--- src/rtl/pipeline_hazard_ctrl.sv ---
// Hazard and forwarding controller for the 5-stage 16-bit MIPS pipeline.
// Keeps an EX/DM/WB destination scoreboard and drives stalls, squashes, forward selects and WB write control.
module pipeline_hazard_ctrl #(
    parameter int RA_W  = 3,
    parameter int CNT_W = 16
) (
    input  logic             clk,
    input  logic             reset,
    input  logic             id_valid,
    input  logic [RA_W-1:0]  id_rs,
    input  logic [RA_W-1:0]  id_rt,
    input  logic             id_use_rs,
    input  logic             id_use_rt,
    input  logic [RA_W-1:0]  id_rd,
    input  logic             id_wr,
    input  logic             id_load,
    input  logic             ex_br_taken,
    output logic             pc_en,
    output logic             ifid_en,
    output logic             ifid_flush,
    output logic [1:0]       fwd_a_sel,
    output logic [1:0]       fwd_b_sel,
    output logic             wb_wr_en,
    output logic [RA_W-1:0]  wb_wr_addr,
    output logic [CNT_W-1:0] stall_cnt,
    output logic [CNT_W-1:0] flush_cnt
);

    typedef struct packed {
        logic            valid;
        logic [RA_W-1:0] rd;
        logic            wr;
    } slot_t;

    typedef enum logic [1:0] {RUN, STALL, FLUSH} state_t;

    state_t     state;
    state_t     state_next;
    slot_t      ex_slot;
    slot_t      dm_slot;
    slot_t      wb_slot;
    logic       ex_load;
    logic       load_use;
    logic       stall;
    logic       squash;
    logic [1:0] sel_a;
    logic [1:0] sel_b;

    // r0 never carries a hazard: writes to it are discarded and reads return zero
    function automatic logic hits(input slot_t s, input logic [RA_W-1:0] r);
        return s.valid && s.wr && (s.rd != '0) && (s.rd == r);
    endfunction

    function automatic logic [1:0] fwd_sel(input logic used, input logic [RA_W-1:0] r,
                                           input slot_t ex_s, input slot_t dm_s);
        if (!used)
            return 2'd0;
        else if (hits(ex_s, r))
            return 2'd1;
        else if (hits(dm_s, r))
            return 2'd2;
        else
            return 2'd0;
    endfunction

    always_comb begin
        load_use = id_valid && ex_load &&
                   ((id_use_rs && hits(ex_slot, id_rs)) || (id_use_rt && hits(ex_slot, id_rt)));
        sel_a    = fwd_sel(id_use_rs, id_rs, ex_slot, dm_slot);
        sel_b    = fwd_sel(id_use_rt, id_rt, ex_slot, dm_slot);
    end

    // A taken branch squashes the ID instruction, so it overrides any load-use stall
    always_comb begin
        state_next = RUN;
        pc_en      = 1'b1;
        ifid_en    = 1'b1;
        ifid_flush = 1'b0;
        stall      = 1'b0;
        squash     = 1'b0;
        if (ex_br_taken) begin
            squash     = 1'b1;
            ifid_flush = 1'b1;
            state_next = FLUSH;
        end else if (state != STALL && load_use) begin
            stall      = 1'b1;
            pc_en      = 1'b0;
            ifid_en    = 1'b0;
            state_next = STALL;
        end
        if (reset) begin
            pc_en      = 1'b0;
            ifid_en    = 1'b0;
            ifid_flush = 1'b1;
        end
    end

    always_ff @(posedge clk) begin
        if (reset) begin
            state     <= RUN;
            ex_slot   <= '0;
            dm_slot   <= '0;
            wb_slot   <= '0;
            ex_load   <= 1'b0;
            fwd_a_sel <= 2'd0;
            fwd_b_sel <= 2'd0;
            stall_cnt <= '0;
            flush_cnt <= '0;
        end else begin
            state   <= state_next;
            dm_slot <= ex_slot;
            wb_slot <= dm_slot;
            if (stall || squash || !id_valid) begin
                ex_slot   <= '0;
                ex_load   <= 1'b0;
                fwd_a_sel <= 2'd0;
                fwd_b_sel <= 2'd0;
            end else begin
                ex_slot   <= '{valid: 1'b1, rd: id_rd, wr: id_wr};
                ex_load   <= id_load;
                fwd_a_sel <= sel_a;
                fwd_b_sel <= sel_b;
            end
            if (stall && stall_cnt != '1)
                stall_cnt <= stall_cnt + 1'b1;
            if (squash && flush_cnt != '1)
                flush_cnt <= flush_cnt + 1'b1;
        end
    end

    assign wb_wr_en   = wb_slot.valid && wb_slot.wr && (wb_slot.rd != '0);
    assign wb_wr_addr = wb_slot.rd;

endmodule
--- config.mk ---
export PLATFORM = sky130hd
export DESIGN_NAME = pipeline_hazard_ctrl
export DESIGN_NICKNAME = d
export VERILOG_FILES = /design/src/rtl/pipeline_hazard_ctrl.sv
export SDC_FILE = /design/constraint.sdc
export NUM_CORES = 1
export LEC_CHECK = 0
export ABC_AREA = 1
export BUFFER_PORTS_ARGS = -buffer_cell sky130_fd_sc_hd__buf_2
export CAP_MARGIN = 20
export CORE_ASPECT_RATIO = 0.5
export CORE_MARGIN = 3
export CORE_UTILIZATION = 49
export DETAILED_ROUTE_END_ITERATION = 8
export PLACE_DENSITY = 0.76
export SLEW_MARGIN = 20
export SYNTH_ARGS = -nofsm -noshare
export SYNTH_HDL_FRONTEND = slang
export SYNTH_SLANG_ARGS = --single-unit
--- constraint.sdc ---
create_clock -name clk -period 1.67 [get_ports clk]
set_input_delay 0.0835 -clock clk [delete_from_list [all_inputs] [get_ports clk]]
set_output_delay 0.0835 -clock clk [all_outputs]
set_load 0.01 [all_outputs]
== Word level (Yosys, flattened, before mapping) ==
Index checks and enable logic that the tools add are counted.

* Add/sub/neg operators: 2
* Bitwise gates (word level): 2
* Reduce and logical (&&, ||, !) cells: 30
* Equality and inequality tests: 7
* Muxes and demuxes: 14

{| class="wikitable"
|+ Operator list
! operator !! number
|-
| 16-bit by 1-bit adder with 16-bit output, second input constant || 2
|-
| 16-bit inequality test, second input constant || 2
|-
| 1-bit logical AND || 17
|-
| 3-bit == test || 4
|-
| 1-bit 2-to-1 mux || 10
|-
| 3-bit nonzero test || 3
|-
| 4-bit OR reduction || 2
|-
| 2-bit 2-to-1 mux || 3
|-
| 3-bit OR reduction || 2
|-
| 5-bit 2-to-1 mux || 1
|-
| 2-bit OR reduction || 2
|-
| 1-bit logical OR || 3
|-
| 2-bit by 1-bit inequality test with 1-bit output, second input constant || 1
|-
| 1-bit inverter || 2
|-
| 1-bit logical NOT || 1
|}

* Output and inout bits: 43
* Flip-flop bits (word level): 54
* Word-level logic and storage cells: 73
* Bits of input ports: 17

== Logic depth before layout (Yosys ltp) ==
Gate-level depths: netlist (run 1).

* Depth after elaboration: 12
* Mapped depth: 11
* Depth with buffers taken out: 11

== Worst setup path before layout (run 1) ==
No wires, ideal clock.

* Kind: flip-flop to flip-flop
* From: reg flush_cnt[0]
* To: reg flush_cnt[14]
* Stages on the path, launching flop included: 10
* Data arrival time: 1542 ps
* Path slack: -11 ps
* Data required time: 1531 ps
* Path buffers: 1
* Setup time: 139 ps
* Clock period less this slack: 1681 ps
* Cells stage by stage: dfxtp_1 ha_1 nand2_2 nor3_4 nand4_1 nand2_2 nand2_4 buf_2 nand2_1 a21oi_2

* Cells in the longest elaborated chain, start to end: 2
* Elaborated cells between the ends (all ways): 3
* Classes of those cells: 1 x add/sub; 1 x eq/ne; 1 x reduce/logical

{| class="wikitable"
|+ Ends and longest elaborated chain
! what !! line !! source
|-
| start: declaration || 26 || <nowiki>output logic [CNT_W-1:0] flush_cnt</nowiki>
|-
| start signal: assignment || 127 || <nowiki>flush_cnt <= flush_cnt + 1'b1;</nowiki>
|-
| parallel branches: the longest is 2 deep, another holds 16-bit by 1-bit adder with 16-bit output || - ||
|}

Several ways; the timed one is not identified.
A chain may end at the register's enable or synchronous reset.

== Worst setup path in the final report (run 1) ==
* From: reg ex_slot[0] (netlist name)
* To: out ifid_en

* Cells in the longest elaborated chain, start to end: 10
* Elaborated cells between the ends (all ways): 12
* Classes of those cells: 3 x mux; 9 x reduce/logical

{| class="wikitable"
|+ Ends and longest elaborated chain
! what !! line !! source
|-
| start: declaration || 39 || <nowiki>slot_t ex_slot;</nowiki>
|-
| start signal: assignment || 119 || <nowiki>ex_slot <= '{valid: 1'b1, rd: id_rd, wr: id_wr};</nowiki>
|-
| 1-bit logical AND (*) (2 in a row) || 51 || <nowiki>return s.valid && s.wr && (s.rd != '0) && (s.rd == r);</nowiki>
|-
| 1-bit logical AND || 51 ||
|-
| 1-bit logical AND || 68 || <nowiki>((id_use_rs && hits(ex_slot, id_rs)) || (id_use_rt && hits(ex_slot, id_rt)));</nowiki>
|-
| 1-bit logical OR (*) || 68 ||
|-
| 1-bit logical AND (*) || 67 || <nowiki>load_use = id_valid && ex_load &&</nowiki>
|-
| 1-bit logical AND (*) || 85 || <nowiki>end else if (state != STALL && load_use) begin</nowiki>
|-
| 1-bit 2-to-1 mux (*) || 85 ||
|-
| 1-bit 2-to-1 mux (*) || 81 || <nowiki>if (ex_br_taken) begin</nowiki>
|-
| 1-bit 2-to-1 mux (*) || 91 || <nowiki>if (reset) begin</nowiki>
|-
| end: declaration || 19 || <nowiki>output logic ifid_en,</nowiki>
|}

Every way passes the cells marked *; elsewhere a longest branch is shown, timed or not.

==> results of run 1 <==
-- cell usage in the layout, fill, tap and decap left out, types with 2 or more instances in the layout --
master and count:
nand2_1 89, inv_1 68, nor2_1 64, buf_2 59, dfxtp_1 44, buf_4 30, nand3_1 19, nand4_1 16
nand2_2 11, a21oi_2 10, a21oi_1 8, xor2_1 8, dfxtp_2 8, nor2_2 7, nor3_1 7, xnor2_1 6
inv_2 5, o21ai_0 5, clkbuf_16 5, dlygate4sd3_1 5, o21ai_1 4, nand2_4 3, o21bai_1 3, nand3_2 2
nor3_2 2, o21ai_2 2, nand4_4 2, nor2_4 2, ha_4 2, clkinvlp_4 2, inv_6 2, dfxtp_4 2
-- worst max-delay path by stage --
stage,to,cells after the start,slack [ps],start
after floorplan,flush_cnt[14],9,60,flush_cnt[0]
after global placement,fwd_b_sel[0],7,40,ex_slot[2]
after detailed placement,flush_cnt[7],9,20,flush_cnt[1]
after CTS,ifid_en,10,20,ex_slot[3]
after global routing,flush_cnt[2],9,-90,flush_cnt[1]
final,ifid_en,10,40,ex_slot[0]
-- registers in the layout, summed over array words and instances (netlist names) --
name,count
wb_wr_addr,3
wb_slot,2
dm_slot,5
ex_slot,5
ex_load,1
fwd_b_sel,2
fwd_a_sel,2
state,2
stall_cnt,16
flush_cnt,16
-- cell families after synthesis --
family,count (synthesis),synth area share (%)
compound gates,35,7.93
xor+xnor,14,4.32
fa+ha+maj,2,0.881
buf+inv,86,12.4
flops,54,38.0
simple gates,228,36.5
-- where the power goes --
part	leakage [nW]	internal [mW]	total (mW)	switching, mW
sequential	0.442	1.30	1.32	0.0154
clock	0.0664	0.562	1.06	0.499
combinational	1.25	0.0835	0.213	0.130
-- critical path: stages (launching register included) --
cell,delay (ps)
dfxtp_1,340
nand2_1,80
inv_1,60
nand2_1,60
nor2_2,130
nand3_2,130
nand2_4,100
nand3_4,70
nand2_2,90
inv_2,50
buf_2,130
-- routing by layer --
layer / vias to the layer above / wire, um
li1: 1487 / -
met1: 1301 / 3290
met2: 77 / 3230
met3: 9 / 449
met4: 0 / 90
met5: - / 0
-- stage by stage --
stage                     TNS, ps  total power [mW]  std cells
after global routing        -1330              2.69        582
after CTS                       0              2.59        578
final                           0              2.59        582
after floorplan                 0              1.45        419
after global placement          0              1.51        559
after detailed placement        0              1.52        559
-- area by class of cell --
class | count | area (um2) | share of cell area [%]
repair buffers | 94 | 571 | 15.2
repair inverters | 1 | 8.76 | 0.233
clock inverters | 3 | 23.8 | 0.632
flip-flops and latches | 54 | 1100 | 29.2
multi-input cells | 280 | 1550 | 41.3
inverters | 75 | 294 | 7.82
clock buffers | 5 | 125 | 3.33
well taps | 70 | 87.6 | 2.33
-- repair_timing --
| action | in CTS | in global routing |
|---|---|---|
| buffers inserted | 6 | 3 |
| hold buffers | 5 | 0 |
| resized for setup | 9 | 40 |
| hold endpoints to repair | 5 | 0 |
| pin swaps | 4 | 12 |
| gates cloned | 0 | 2 |
| setup endpoints to repair | 3 | 43 |
==> results.md, run 1 <==
* Area contributors post-synth: dfxtp_1 (38%), nand2_1 (13%), nor2_1 (9.4%)
* CP Class: reg -> out
* Global routing's busiest layer: met2
* Hold wc startpoint: id_rs[1]
* Hold_ws at between 100 and 150 ps
* IO Count at 60
* R2r setup slk at approximately 60 ps
* CTS clk-pin slew, worst paths at ~70 ps
* DP Wirelength at ~5000 um
* Min-Delay Path Class: in -> reg
* Synthesized flop and latch total at between 50 and 60
* First-pass GRT wire length at 11400 um
* MaxCap Viol Count at 0
* FMAX at 613 MHz
* Core ar. at 5250 um2
* Static leakage at roughly 1.8 nW
* Commonest cells post-synth: nand2_1 (95), nor2_1 (71), inv_1 (70), dfxtp_1 (54), nand3_1 (20)
* Peak VDD IR at between 0.6 and 0.7 mV
* DRC viols at 0
* Vias in the first global route at around 2500
* Die W at 114 um
* DR vias at 2874
* Layout Skew at 6.61 ps
* Post-DP Area at ~3300 um2
* Slew headroom at about two thirds
* Post-layout util at a little under three quarters
* Critical Path RT at about 1600 ps
* Final WL at 7070 um
* Antenna Nets Post-Route at 0
* Violation count after the first detailed-route iteration at 146
* Met2 Use GR at a little over a third
* Crit path launch type: flop
* Routability congestion estimate at 0.915
* Detail-routed net length per standard cell at 12.1 um
* Longest Clk Path Bufs at 2
* Layout net count at 530
* Final Critical Period at 1630 ps
* Mapped Avg Cell Area at slightly below 7 um2
* Post-synth top area cell: dfxtp_1
* CP arrival at approximately 1600 ps
* Dominant cell by count in the synthesized netlist: nand2_1
* Mapped Area at between 2000 and 3000 um2
* Reg2reg path depth at 9
* Fin. max-slew vios at 0
* Effective utilization at floorplan at between 50 and 60%
* Power Density at roughly 690 nW/um2
* Mapped Cells at approximately 420
* Die area at roughly 6800 um2
* Share of cells above drive strength 1 at 31.6%
* Distinct cells, synth at 34
* WHS Endpoint: fwd_a_sel[1]
* Status: finished clean
* EDFF count, synth at 0
* Reg2reg end: flush_cnt[6]
* Finished Cell Area at approximately 3800 um2
* GRT Total Usage at 21.2%
* Mapped Nets at between 400 and 500
* Met1 global-route usage at between 20% and 30%
* Worst Tran Pin Value at around 500 ps
* Initial DRT Pass Iterations at 5
* Aggregate global routing overflow at 0
* Unrepaired setup endpoints after global routing: true
* Worst skew pair latency at ~300 ps
* Crit-path max FO at 2
* Hold Path Cell Cnt at 4
* Ys async rst share at 0%
* CTS tree: done
* Sink Count at 54
* Die height at ~60 um
* Crit end category: output pin
* Diodes inserted at 0
* Sequential fraction of the synthesis area at 38.0%
* Synthesis-to-layout area growth at 32.3%
* FILL cells at 426
* Clock buffer count from CTS at 5
* Post-place setup slack at 19.4 ps
* # port buffers at 59
* Final worst slack at 39.3 ps
* Vias per cell at 4.94
* CTS HTree Levels at 2
* # setup viols final at 0
* Worst R2R Start: flush_cnt[0]
* Largest net degree at the start of global routing at 22
* Met3 Use GR at under 10%
* Final Cycle Share at a little over nine tenths
* Antenna violations before repair at 0
* Clock root cell: clkbuf_16
* Row count at 18
* Fin. Hold Viols at 0
* Most common flop cell mapped by yosys: dfxtp_1
* Synth top area share at roughly two fifths
* Yosys warning count at 0
No activity file was read; power rests on OpenSTA's default activity.
==> run 2, diff against run 1 <==
--- a/config.mk
+++ b/config.mk
@@ -13,6 +13,7 @@
 export CORE_UTILIZATION = 49
 export DETAILED_ROUTE_END_ITERATION = 8
 export PLACE_DENSITY = 0.76
+export SETUP_SLACK_MARGIN = 0.3
 export SLEW_MARGIN = 20
 export SYNTH_ARGS = -nofsm -noshare
 export SYNTH_HDL_FRONTEND = slang
==> run 2 against run 1 <==
Compared with the run above: critical path depth unchanged; first-iteration DRC count grew 21%; worst setup slack better by 1.8 ps; sequential power is essentially flat; combinational power rose by 21%; critical path type unchanged; critical endpoint unchanged; largest cell class unchanged.
==> results.md, run 2 (same netlist as run 1, synthesis figures left out) <==
* Fin. Hold Viols at 0 (unchanged)
* CTS tree: done
* DR vias at 2870 (-0.14%)
* Layout Skew at 3.14 ps (-3.46 ps)
* Initial DRT Pass Iterations at 4 (-1)
* Effective utilization at floorplan at 54.1% (unchanged)
* Violation count after the first detailed-route iteration at 176 (+21%)
* Detail-routed net length per standard cell at 12.4 um (+2.5%)
* Top flop regs: flush_cnt x16, stall_cnt x16
* Longest Clk Path Bufs at 2 (unchanged)
* Vias in the first global route at 2624 (+4.0%)
* Crit path launch type: flop
* Synthesis-to-layout area growth at 40.0%
* Share of cells above drive strength 1 at 38.6% (+6.9 points)
* Final Critical Period at 1630 ps (-1.84 ps)
* Power Density at 645 nW/um2 (-6.5%)
* Most frequent cells in the layout: nand2_1 (74), inv_1 (67), nor2_1 (61)
* CP cell instances: inv_2 > nand2_1 > nand2_1 > nor2_4 > nand3_4 > nand2_4 > nand3_4 > nand2_4 > inv_4 > buf_6
* Hold_ws at 2.49 ps (-136 ps)
* CP max stage delay at 360 ps (+20 ps)
* M1 WL at 3320 um (+0.85%)
* CP arrival at 1550 ps (about the same)
* Slowest stage cell, crit path: dfxtp_2
* Aggregate global routing overflow at 0 (unchanged)
* Crit-path max FO at 4 (+2)
* FMAX at 614 MHz (+0.11%)
* DRC viols at 0 (unchanged)
* GRT Total Usage at 21.6% (+0.44 points)
* Met3 WL post-DR at 360 um (-20%)
* Worst path top cell family by delay: simple AND/OR/NAND/NOR gates
* Sink Count at 54 (unchanged)
* Highest metal used: met4
* Vias per cell at 4.90 (-0.82%)
* DP Wirelength at 4840 um (-3.3%)
* Clock root cell: clkbuf_16
* Peak VDD IR at 0.502 mV (-28%)
* Layout net count at 534 (+0.75%)
* CTS clk-pin slew, worst paths at 60 ps (about the same)
* Status: finished clean
* Largest net degree at the start of global routing at 22 (unchanged)
* Worst path bufs/invs at 3 (unchanged)
* Core ar. at 5250 um2 (unchanged)
* Worst Tran Pin Value at 492 ps (-11.2 ps)
* Routed wl met2 at 3560 um (+10%)
* Die W at 114 um (unchanged)
* IO Count at 60 (unchanged)
* # setup viols final at 0 (unchanged)
* MaxCap Viol Count at 0 (unchanged)
* # port buffers at 59 (unchanged)
* Clock buffer count from CTS at 5 (unchanged)
* First-pass GRT wire length at 11700 um (+3.3%)
* Fin. max-slew vios at 0 (unchanged)
* Final WL at 7290 um (+3.2%)
* Routability congestion estimate at 0.887 (-3.0%)
* CTS HTree Levels at 2 (unchanged)
* Row count at 18 (unchanged)
* CP Class: reg -> out
* Slew headroom at 67.1% (+0.92 points)
* Antenna violations before repair at 0 (unchanged)
* Final Cycle Share at 97.5% (-0.11 points)
* Unrepaired setup endpoints after global routing: true
* Min-Delay Path Class: in -> reg
* Worst skew pair latency at 290 ps (about the same)
* Die height at 59.8 um (unchanged)
* Crit end category: output pin
* Antenna Nets Post-Route at 0 (unchanged)
* Die area at 6800 um2 (unchanged)
* Static leakage at 1.88 nW (+6.9%)
* Diodes inserted at 0 (unchanged)
* Post-layout util at 75.8% (+4.2 points)
* FILL cells at 397 (-6.8%)
* Most common cell after layout, fill and taps aside: nand2_1
* Critical Path RT at 1590 ps (about the same)
==> run 2: final cells by class <==
class	instances	area, um2	share of cell area (%)
Sequential cell	54	1110	28.0
Tap cell	70	87.6	2.20
Multi-Input combinational cell	281	1720	43.3
Timing Repair inverter	1	8.76	0.220
Clock buffer	6	129	3.24
Timing Repair Buffer	97	607	15.3
Inverter	75	302	7.58
Clock inverter	2	8.76	0.220
==> run 2: tightest hold or removal path, stage by stage <==
cell,delay [ps]
buf_2,90
inv_1,40
nor2_1,40
==> run 2: repair_timing <==
| item | 4_1_cts | 5_1_grt |
|---|---|---|
| gates resized for setup | 38 | 35 |
| setup buffers | 9 | 6 |
| cloned | 3 | 0 |
| pin swaps | 10 | 20 |
| endpoints found under the hold margin | 4 | 0 |
| hold buffers | 4 | 0 |
| endpoints found under the setup margin | 44 | 45 |
==> run 2: metrics by stage <==
| step | instances | power (mW) | setup TNS (ps) | cell area [um2] | worst slack [ps] |
|---|---|---|---|---|---|
| 3_3_place_gp | 556 | 1.52 | 0 | 3400 | 55.7 |
| 4_1_cts | 580 | 2.57 | 0 | 3810 | 66.3 |
| 5_1_grt | 586 | 2.67 | -56.5 | 3980 | -28.7 |
| 3_5_place_dp | 556 | 1.53 | 0 | 3400 | 10.1 |
| 6_report | 586 | 2.56 | 0 | 3980 | 41.2 |
| 2_1_floorplan | 419 | 1.46 | 0 | 2950 | 121 |
==> run 2: path summary, 6_finish.rpt <==
path | start | to | slack, ps | cells after the start
worst min-delay path | id_wr | ex_slot[0] | 2 | 3
worst min register to register | ex_slot[4] | dm_slot[4] | 430 | 2
worst max-delay path | ex_slot[2] | ifid_en | 40 | 10
worst max register to register | ex_slot[2] | stall_cnt[7] | 100 | 13
==> run 2: per-layer routing <==
layer / GRT usage [%] / vias up
met5: 0 / -
met4: 5.99 / 0
met3: 5.56 / 8
met2: 37.2 / 65
met1: 27.4 / 1291
li1: - / 1506
==> run 2: power breakdown <==
part,switching [mW],internal (mW)
logic,0.154,0.102
registers,0.0123,1.30
clock network,0.449,0.549
